**src/rtl/bias_pkg.sv**
```systemverilog
// rtl/bias_pkg.sv - layer bias-count table and FSM state type for bias_fifo_reader
package bias_pkg;

   localparam int NUM_LAYERS = 5;

   typedef enum logic [1:0] {
      IDLE  = 2'd0,
      FETCH = 2'd1,
      DRAIN = 2'd2,
      DONE  = 2'd3
   } state_t;

   function automatic int unsigned layer_count(input logic [2:0] layer);
      case (layer)
         3'd0:    return 8;
         3'd1:    return 16;
         3'd2:    return 32;
         3'd3:    return 49;
         3'd4:    return 10;
         default: return 0;
      endcase
   endfunction

   function automatic logic layer_valid(input logic [2:0] layer);
      return (layer < 3'(NUM_LAYERS));
   endfunction

endpackage

```
**src/rtl/bias_fifo_reader_if.sv**
```systemverilog
// rtl/bias_fifo_reader_if.sv - FIFO read port and bias output stream of bias_fifo_reader
interface bias_fifo_reader_if #(
   parameter int MEM_SIZE = 40
);
   logic [MEM_SIZE-1:0] fifo_rd;
   logic                fifo_empty;
   logic                fifo_rden;
   logic [MEM_SIZE-1:0] bias_data;
   logic                bias_valid;
   logic                bias_ready;
   logic                bias_last;

   modport master (
      input  fifo_rd, fifo_empty, bias_ready,
      output fifo_rden, bias_data, bias_valid, bias_last
   );

   modport slave (
      output fifo_rd, fifo_empty, bias_ready,
      input  fifo_rden, bias_data, bias_valid, bias_last
   );
endinterface

```
**src/rtl/bias_skid_buf.sv**
```systemverilog
// rtl/bias_skid_buf.sv - 2-entry fall-through buffer holding bias words and their last flag
module bias_skid_buf #(
   parameter int W = 40
) (
   input  logic         clk,
   input  logic         rst,
   input  logic         i_wr,
   input  logic [W-1:0] i_data,
   input  logic         i_last,
   output logic         o_valid,
   output logic [W-1:0] o_data,
   output logic         o_last,
   input  logic         i_ready,
   output logic [1:0]   o_count
);
   logic [W:0] r_mem [2];
   logic       r_wr_ptr;
   logic       r_rd_ptr;
   logic [1:0] r_count;
   logic       w_pop;
   logic [W:0] w_head;

   // An arriving word is presented in the same cycle when the buffer is empty.
   assign o_valid = (r_count != 2'd0) | i_wr;
   assign w_head  = (r_count != 2'd0) ? r_mem[r_rd_ptr] : {i_last, i_data};
   assign o_data  = o_valid ? w_head[W-1:0] : '0;
   assign o_last  = o_valid & w_head[W];
   assign w_pop   = o_valid & i_ready;
   assign o_count = r_count;

   always_ff @(posedge clk) begin
      if (i_wr) begin
         r_mem[r_wr_ptr] <= {i_last, i_data};
      end
   end

   always_ff @(posedge clk or posedge rst) begin
      if (rst) begin
         r_wr_ptr <= 1'b0;
         r_rd_ptr <= 1'b0;
         r_count  <= 2'd0;
      end else begin
         if (i_wr) begin
            r_wr_ptr <= ~r_wr_ptr;
         end
         if (w_pop) begin
            r_rd_ptr <= ~r_rd_ptr;
         end
         r_count <= r_count + {1'b0, i_wr} - {1'b0, w_pop};
      end
   end

endmodule

```
**src/rtl/bias_fifo_reader.sv**
```systemverilog
// rtl/bias_fifo_reader.sv - reads one layer's biases from a FIFO and streams them to the core
// Optional sticky err output for rejected starts: BIAS_FIFO_READER_ERR_EN
module bias_fifo_reader
   import bias_pkg::*;
#(
   parameter int MEM_SIZE  = 40,
   parameter int MEM_DEPTH = 49
) (
   input  logic       clk,
   input  logic       rst,
   input  logic [2:0] layer_signal,
   input  logic       start,
   output logic       busy,
   output logic       done,
`ifdef BIAS_FIFO_READER_ERR_EN
   output logic       err,
`endif
   bias_fifo_reader_if.master bus
);
   localparam int CW = $clog2(MEM_DEPTH + 1);

   state_t        r_state;
   state_t        w_next;
   logic [CW-1:0] r_count;
   logic [CW-1:0] r_issued;
   logic          r_inflight;
   logic          r_inflight_last;
   logic          w_start_ok;
   logic          w_rden;
   logic          w_pop;
   logic          w_valid;
   logic          w_last;
   logic [1:0]    w_occ;
   logic [2:0]    w_occ_after;

   assign w_start_ok = start & (r_state == IDLE) & layer_valid(layer_signal);

   bias_skid_buf #(.W(MEM_SIZE)) u_buf (
      .clk     (clk),
      .rst     (rst),
      .i_wr    (r_inflight),
      .i_data  (bus.fifo_rd),
      .i_last  (r_inflight_last),
      .o_valid (w_valid),
      .o_data  (bus.bias_data),
      .o_last  (w_last),
      .i_ready (bus.bias_ready),
      .o_count (w_occ)
   );

   assign bus.bias_valid = w_valid;
   assign bus.bias_last  = w_last;
   assign bus.fifo_rden  = w_rden;
   assign w_pop          = w_valid & bus.bias_ready;

   // Occupancy the buffer will have next cycle; a new read may issue only if a slot remains then.
   assign w_occ_after = {1'b0, w_occ} + {2'b00, r_inflight} - {2'b00, w_pop};

   always_ff @(posedge clk or posedge rst) begin
      if (rst) begin
         r_state <= IDLE;
      end else begin
         r_state <= w_next;
      end
   end

   always_comb begin
      w_next = r_state;
      case (r_state)
         IDLE:    if (w_start_ok) w_next = FETCH;
         FETCH:   if (w_rden && (r_issued == r_count - 1'b1)) w_next = DRAIN;
         DRAIN:   if (w_pop && w_last) w_next = DONE;
         DONE:    w_next = IDLE;
         default: w_next = IDLE;
      endcase
   end

   always_comb begin
      w_rden = 1'b0;
      busy   = 1'b0;
      done   = 1'b0;
      case (r_state)
         FETCH: begin
            busy   = 1'b1;
            w_rden = !bus.fifo_empty && (r_issued < r_count) && (w_occ_after < 3'd2);
         end
         DRAIN:   busy = 1'b1;
         DONE:    done = 1'b1;
         default: ;
      endcase
   end

   always_ff @(posedge clk or posedge rst) begin
      if (rst) begin
         r_count         <= '0;
         r_issued        <= '0;
         r_inflight      <= 1'b0;
         r_inflight_last <= 1'b0;
      end else begin
         if (w_start_ok) begin
            r_count  <= CW'(layer_count(layer_signal));
            r_issued <= '0;
         end
         r_inflight <= w_rden;
         if (w_rden) begin
            r_issued        <= r_issued + 1'b1;
            r_inflight_last <= (r_issued == r_count - 1'b1);
         end
      end
   end

`ifdef BIAS_FIFO_READER_ERR_EN
   logic r_err;

   always_ff @(posedge clk or posedge rst) begin
      if (rst) begin
         r_err <= 1'b0;
      end else if (start && ((r_state != IDLE) || !layer_valid(layer_signal))) begin
         r_err <= 1'b1;
      end
   end

   assign err = r_err;
`endif

endmodule

```
**src/flat_wrapper.sv**
```systemverilog
// flat-port wrapper written by rule: the top's interface ports become plain ports
module bias_fifo_reader_flat import bias_pkg::*;
#(
   parameter int MEM_SIZE  = 40,
   parameter int MEM_DEPTH = 49
)
  (clk, rst, layer_signal, start, busy, done, bus_fifo_rd, bus_fifo_empty, bus_bias_ready, bus_fifo_rden, bus_bias_data, bus_bias_valid, bus_bias_last);
  bias_fifo_reader_if #(.MEM_SIZE(MEM_SIZE)) bus_i ();
  input  logic clk;
  input  logic rst;
  input  logic [2:0] layer_signal;
  input  logic start;
  output logic busy;
  output logic done;
  input wire logic [$bits(bus_i.fifo_rd)-1:0] bus_fifo_rd;
  input wire logic [$bits(bus_i.fifo_empty)-1:0] bus_fifo_empty;
  input wire logic [$bits(bus_i.bias_ready)-1:0] bus_bias_ready;
  output wire logic [$bits(bus_i.fifo_rden)-1:0] bus_fifo_rden;
  output wire logic [$bits(bus_i.bias_data)-1:0] bus_bias_data;
  output wire logic [$bits(bus_i.bias_valid)-1:0] bus_bias_valid;
  output wire logic [$bits(bus_i.bias_last)-1:0] bus_bias_last;
  assign bus_i.fifo_rd = bus_fifo_rd;
  assign bus_i.fifo_empty = bus_fifo_empty;
  assign bus_i.bias_ready = bus_bias_ready;
  assign bus_fifo_rden = bus_i.fifo_rden;
  assign bus_bias_data = bus_i.bias_data;
  assign bus_bias_valid = bus_i.bias_valid;
  assign bus_bias_last = bus_i.bias_last;
  bias_fifo_reader #(.MEM_SIZE(MEM_SIZE), .MEM_DEPTH(MEM_DEPTH)) u_core (.clk(clk), .rst(rst), .layer_signal(layer_signal), .start(start), .busy(busy), .done(done), .bus(bus_i));
endmodule
```
**config.mk**
```make
export PLATFORM = sky130hd
export DESIGN_NAME = bias_fifo_reader_flat
export DESIGN_NICKNAME = d
export VERILOG_FILES = /design/src/rtl/bias_pkg.sv /design/src/rtl/bias_fifo_reader_if.sv /design/src/rtl/bias_skid_buf.sv /design/src/rtl/bias_fifo_reader.sv /design/src/flat_wrapper.sv
export SDC_FILE = /design/constraint.sdc
export NUM_CORES = 1
export LEC_CHECK = 0
export CELL_PAD_IN_SITES_DETAIL_PLACEMENT = 0
export CELL_PAD_IN_SITES_GLOBAL_PLACEMENT = 1
export CORE_MARGIN = 5
export CORE_UTILIZATION = 55
export CTS_CLUSTER_SIZE = 30
export DETAILED_ROUTE_END_ITERATION = 10
export DONT_BUFFER_PORTS = 1
export PLACE_DENSITY = 0.95
export SYNTH_ARGS = -nofsm -noshare
export SYNTH_HDL_FRONTEND = slang
export SYNTH_SLANG_ARGS = --single-unit
```
**constraint.sdc**
```tcl
create_clock -name clk -period 9.3 [get_ports clk]
set_clock_uncertainty 0.1 [all_clocks]
set_input_delay 1.86 -clock clk [delete_from_list [all_inputs] [get_ports clk]]
set_output_delay 1.86 -clock clk [all_outputs]
set_load 0.01 [all_outputs]
```
; ---- Yosys cells after proc, flatten, opt, wreduce, memory -nomap -nowiden
; Memory sizes are Yosys's and may differ from the RTL's.
; Index checks and enable logic that the tools add are counted.
[totals]
register_bits = 20
ram_bits = 82
inputBits = 48
wordCells = 61
n_memories = 1
[memory_table]
columns = name, depth, word_bits, read_ports, rd_ports_with_merged_regs, write_ports, line
row1 = u_core.u_buf.r_mem, 2, 41, 1, 0, 1, bias_skid_buf.sv:16  ; logic [W:0] r_mem [2];
[op_classes]
addsub = 6
n_lt_le_gt_ge = 3
n_eq_ne = 11
muxes = 14
bitwise_logic = 7
reduce_logical = 11
[op_table]
columns = cell, n
row1 = $mux 41, 1
row2 = $mux 40, 1
row3 = $pmux 6 s5, 1
row4 = $mux 6, 2
row5 = $pmux 2 s4, 1
row6 = $add 6x1->6 const B, 1
row7 = $eq 3x2->1 const B, 2
row8 = $eq 6x6->1, 1
row9 = $lt 6x6->1, 1
row10 = $mux 2, 3
row11 = $ne 2x1->1 const B, 3
row12 = $sub 6x1->6 const B, 1
row13 = $mux 1, 5
row14 = $and 1x1->1, 4
row15 = $eq 2x2->1 const B, 2
row16 = $logic_and 1x1->1, 4
row17 = $reduce_bool 2->1, 2
row18 = $add 2x1->3, 1
row19 = $eq 3x1->1 const B, 1
row20 = $eq 3x3->1 const B, 1
row21 = $logic_not 3->1, 1
row22 = $lt 3x2->1 const B, 1
row23 = $lt 3x3->1 const B, 1
row24 = $reduce_and 3->1, 1
row25 = other kinds (9), 10

; ---- Logic depth before layout (Yosys ltp)
[logic_depth]
ltp_word = 10
ltp_mapped = 15
depth_no_buf = 13

; ---- Cells and area by module
; A second synthesis with hierarchy kept.
[hier_totals]
cells_unflattened = 372
area_unflattened_um2 = 4934.7
[by_module_without_submodules]
columns = module, instances, cells_per_inst, area_per_inst_um2
row1 = bias_skid_buf, 1, 249, 3789.9
row2 = bias_fifo_reader, 1, 123, 1144.8

; ---- Worst setup path before layout
; No wires, ideal clock.
[synth_timing]
kind = input-to-output
from = input port bus_bias_ready
to = output port bus_fifo_rden
t_arrival_ns = 3.760
required_ns = 7.340
setup_slack_ns = 3.580
cell_stages = 10
path_cell_list = and2_1 ha_1 inv_1 ha_1 fa_1 nor4b_1 nand3_1 or2_1 buf_2 inv_2
[synth_between]
elab_chain_len = 5
[synth_lines]
columns = item, line
row1 = start: declaration, flat_wrapper.sv:17  ; input wire logic [$bits(bus_i.bias_ready)-1:0] bus_bias_ready;
row2 = $and 1x1->1, bias_fifo_reader.sv:54  ; assign w_pop = w_valid & bus.bias_ready;
row3 = $sub 3x1->3, bias_fifo_reader.sv:57  ; assign w_occ_after = {1'b0, w_occ} + {2'b00, r_inflight} - {2'b00, w_pop};
row4 = net u_core.w_occ_after[1], bias_fifo_reader.sv:34  ; logic [2:0] w_occ_after;
row5 = $lt 3x2->1, bias_fifo_reader.sv:85  ; w_rden = !bus.fifo_empty && (r_issued < r_count) && (w_occ_after < 3'd2);
row6 = $logic_and 1x1->1, bias_fifo_reader.sv:85
row7 = $mux 1, bias_fifo_reader.sv:82  ; case (r_state)
row8 = end: declaration, flat_wrapper.sv:18  ; output wire logic [$bits(bus_i.fifo_rden)-1:0] bus_fifo_rden;
; The timed path passes the listed nets, and every way through them passes these cells.

; ---- Final worst setup path
; Same ends and word-level chain as after synthesis.

==> impl_metrics.tcl <==
set metrics [dict create \
    status "complete, no violations" \
    grt_pass1_vias 2702 \
    tightest_slew_ns 1.18 \
    max_slew_margin_pct 21.5 \
    worstPathCellList "and2_1, ha_1, inv_1, ha_1, fa_1, nor4b_1, nand3_1, or2_1, inv_2" \
    clock_sinks 101 \
    finalWirelength_mm 8.50 \
    drt.antenna.violating_nets 0 \
    crit_top_cell "ha_1" \
    dp_slack_ns 3.40 \
    grt_pass1_wl_mm 13.4 \
    power_density_nw_per_um2 261 \
    fin_cells 450 \
    die_w_um 101 \
    syn_nets 410 \
    ys_async_sr_fraction_pct 18.8 \
    seqPwrFrac_pct 47.4 \
    num-fill-cells 644 \
    routedWlPerCell_um 18.9 \
    grt_max_degree 84 \
    critPathMaxFanout 10 \
    synthDistinctLibCells 43 \
    crit_path_top_delay_cell "fa_1" \
    finalSetupViolations 0 \
    clock.fmax_mhz 169 \
    p_leak_uw 0.00177 \
    ctsHoldBuffers 0 \
    worstPathRequired_ns 7.34 \
    dieArea_um2 10300 \
    hold_viol_final 0 \
    end_kind "output pin" \
    grt_setup_unrepaired "no" \
    core-area_um2 8180 \
    tns_ns 0 \
    maxCapViolations 0 \
    final_cell_mix "edfxtp_1 (82), o21ai_0 (47), nand3_1 (47)" \
    ys_warn_count 0 \
    cts_resized 0 \
    path_clk_slew_ns 0.09 \
    drt-vias-per-instance 5.90 \
    synth_top_flop_cell "edfxtp_1" \
    drive_gt1_share_pct 8.99 \
    cts_tree "done" \
    critPathTopFamily "adder cells" \
    worstPathArrival_ns 3.95 \
    die_height_um 101 \
    grtUsageTotal_pct 17.1 \
    ir_drop_mv 0.122 \
    power_frac_comb_pct 32.6 \
    start_util_pct 56.2 \
    hold_path.class "reg -> reg" \
    syn_area_um2 4590 \
    p_sw_uw 483 \
    post-route-period-util_pct 63.5 \
    swShare_pct 38.0 \
    drtIter0Drc 50 \
    intPower_uw 790 \
    numCtsBuffers 9 \
    layout_setup_ws_ns 3.39 \
    antenna_found_initial 0 \
    cts_max_level 3 \
    dp_hpwl_mm 5.81 \
    critPathLaunchType "input port" \
    cts_setup_buffers 0 \
    synth_edf_count 82 \
    antennaDiodeCount 0 \
    dp_cells 434 \
    multi_input_area_um2 1540 \
    layout_commonest_cell "edfxtp_1" \
    syn2layout_area_growth_pct 6.05 \
    clock_path_buffers 2 \
    synth_seq_area_share_pct 63.9 \
    drc 0 \
    fin_crit_ns 5.91 \
    path_class "in -> out" \
    avgSynthCellArea_um2 13.3 \
    place_congestion 0.745 \
    synth_seq_cells 101 \
    clock_latency_ns 0.35 \
    synthCells 346 \
    ctsRootBufferMaster "clkbuf_8" \
    num_rows 33 \
    path_buf_inv 2 \
    io_buffers 0 \
    seq_area_um2 2940 \
    nNetsFinal 404 \
    cpPeakStageDelay_ns 0.47 \
    via_count 2657 \
    dr.pass1.iters 4 \
    clkPwrFrac_pct 20.0 \
    ios 93 \
    slew_viol_final 0 \
    overflow 0 \
]
[layer usage]
layer	global-route usage, %	vias to the layer above	wire length (um)
met2	30.4	72	4410
met5	0	-	0
met1	19.5	1294	3400
met4	6.13	0	148
met3	4.89	12	543
li1	-	1279	-
[final timing paths]
| check | from | to | slack [ns] | depth (start not counted) |
|---|---|---|---|---|
| setup / recovery | bus_bias_ready | bus_fifo_rden | 3.39 | 9 |
| hold / removal | u_core.r_inflight_last | u_core.u_buf.r_mem[1][40] | 0.43 | 0 |
| setup reg to reg | u_core.u_buf.o_count[1] | u_core.r_issued[5] | 5.28 | 14 |
| hold reg to reg | u_core.r_inflight_last | u_core.u_buf.r_mem[1][40] | 0.43 | 0 |
| max in group asynchronous | rst | u_core.u_buf.r_rd_ptr | 7.17 | 1 |
| min in group asynchronous | rst | u_core.u_buf.r_wr_ptr | 1.41 | 1 |
[power by group through the flow]
stage | clock, uW | sequential (uW) | combinational, uW
after floorplan | 0 | 588 | 361
after global placement | 0 | 610 | 411
after detailed placement | 0 | 615 | 422
after CTS | 262 | 604 | 423
after global routing | 278 | 612 | 456
final | 254 | 604 | 415
[logic make-up (layout without fill, tap and decap cells)]
kind of cell	Yosys count	count (layout)	synth area share, %
AOI/OAI and AO/OA	65	65	8.36
xor gates and xnor gates	10	10	2.07
adders and majority gates	16	16	4.52
buffers and inverters	34	33	2.80
DFF	101	101	63.9
muxes	44	44	9.72
and+or+nand+nor	76	76	8.58
[layout make-up]
| type | instances | share of cell area [%] |
|---|---|---|
| sequential | 101 | 60.3 |
| timing repair buffer | 3 | 0.462 |
| tap | 105 | 2.70 |
| clock inverter | 7 | 1.21 |
| multi-input combinational | 211 | 31.7 |
| inverter | 14 | 1.08 |
| clock buffer | 9 | 2.54 |
[worst reg2reg max path: cells and delay by family, from the launching register on]
kind / cells / cell delay (ns)
flip-flops: 1 / 0.45
AO/OA/AOI/OAI: 1 / 0.11
buffers and inverters: 3 / 0.78
AND/OR/NAND/NOR: 7 / 1.59
adder cells (fa/ha/maj): 3 / 0.94
[through the flow]
stage | hold WS, ns | util, % | area (um2) | total power (uW)
2_1_floorplan | 0.356 | - | 4590 | 949
3_3_place_gp | 0.395 | 57.4 | 4690 | 1020
3_5_place_dp | 0.401 | 57.4 | 4690 | 1040
4_1_cts | 0.435 | 59.6 | 4870 | 1290
5_1_grt | 0.464 | 59.6 | 4870 | 1350
6_report | 0.426 | 59.6 | 4870 | 1270
[synth_stat cells, types with 2 or more instances]
library cell	number	area, um2
a21oi_1	3	15.0
a22o_1	2	17.5
and2_1	2	12.5
and3_1	2	12.5
buf_1	5	18.8
clkbuf_1	14	52.6
dfrtp_1	19	475
edfxtp_1	82	2460
ha_1	15	188
inv_1	13	48.8
mux2i_1	42	420
nand2_1	7	26.3
nand3_1	47	235
nor2_1	6	22.5
nor3_1	3	15.0
o211ai_1	2	15.0
o21ai_0	47	235
o21ai_1	3	15.0
xnor2_1	5	43.8
xor2_1	4	35.0
[state kept, by name, indices dropped and copies added, names as in the netlist, 2 cells and up]
register / count
u_core.r_count: 5
u_core.r_issued: 6
u_core.u_buf.o_count: 2
u_core.u_buf.r_mem: 82
u_core.r_state: 2
Power figures use the tool's default switching activity.
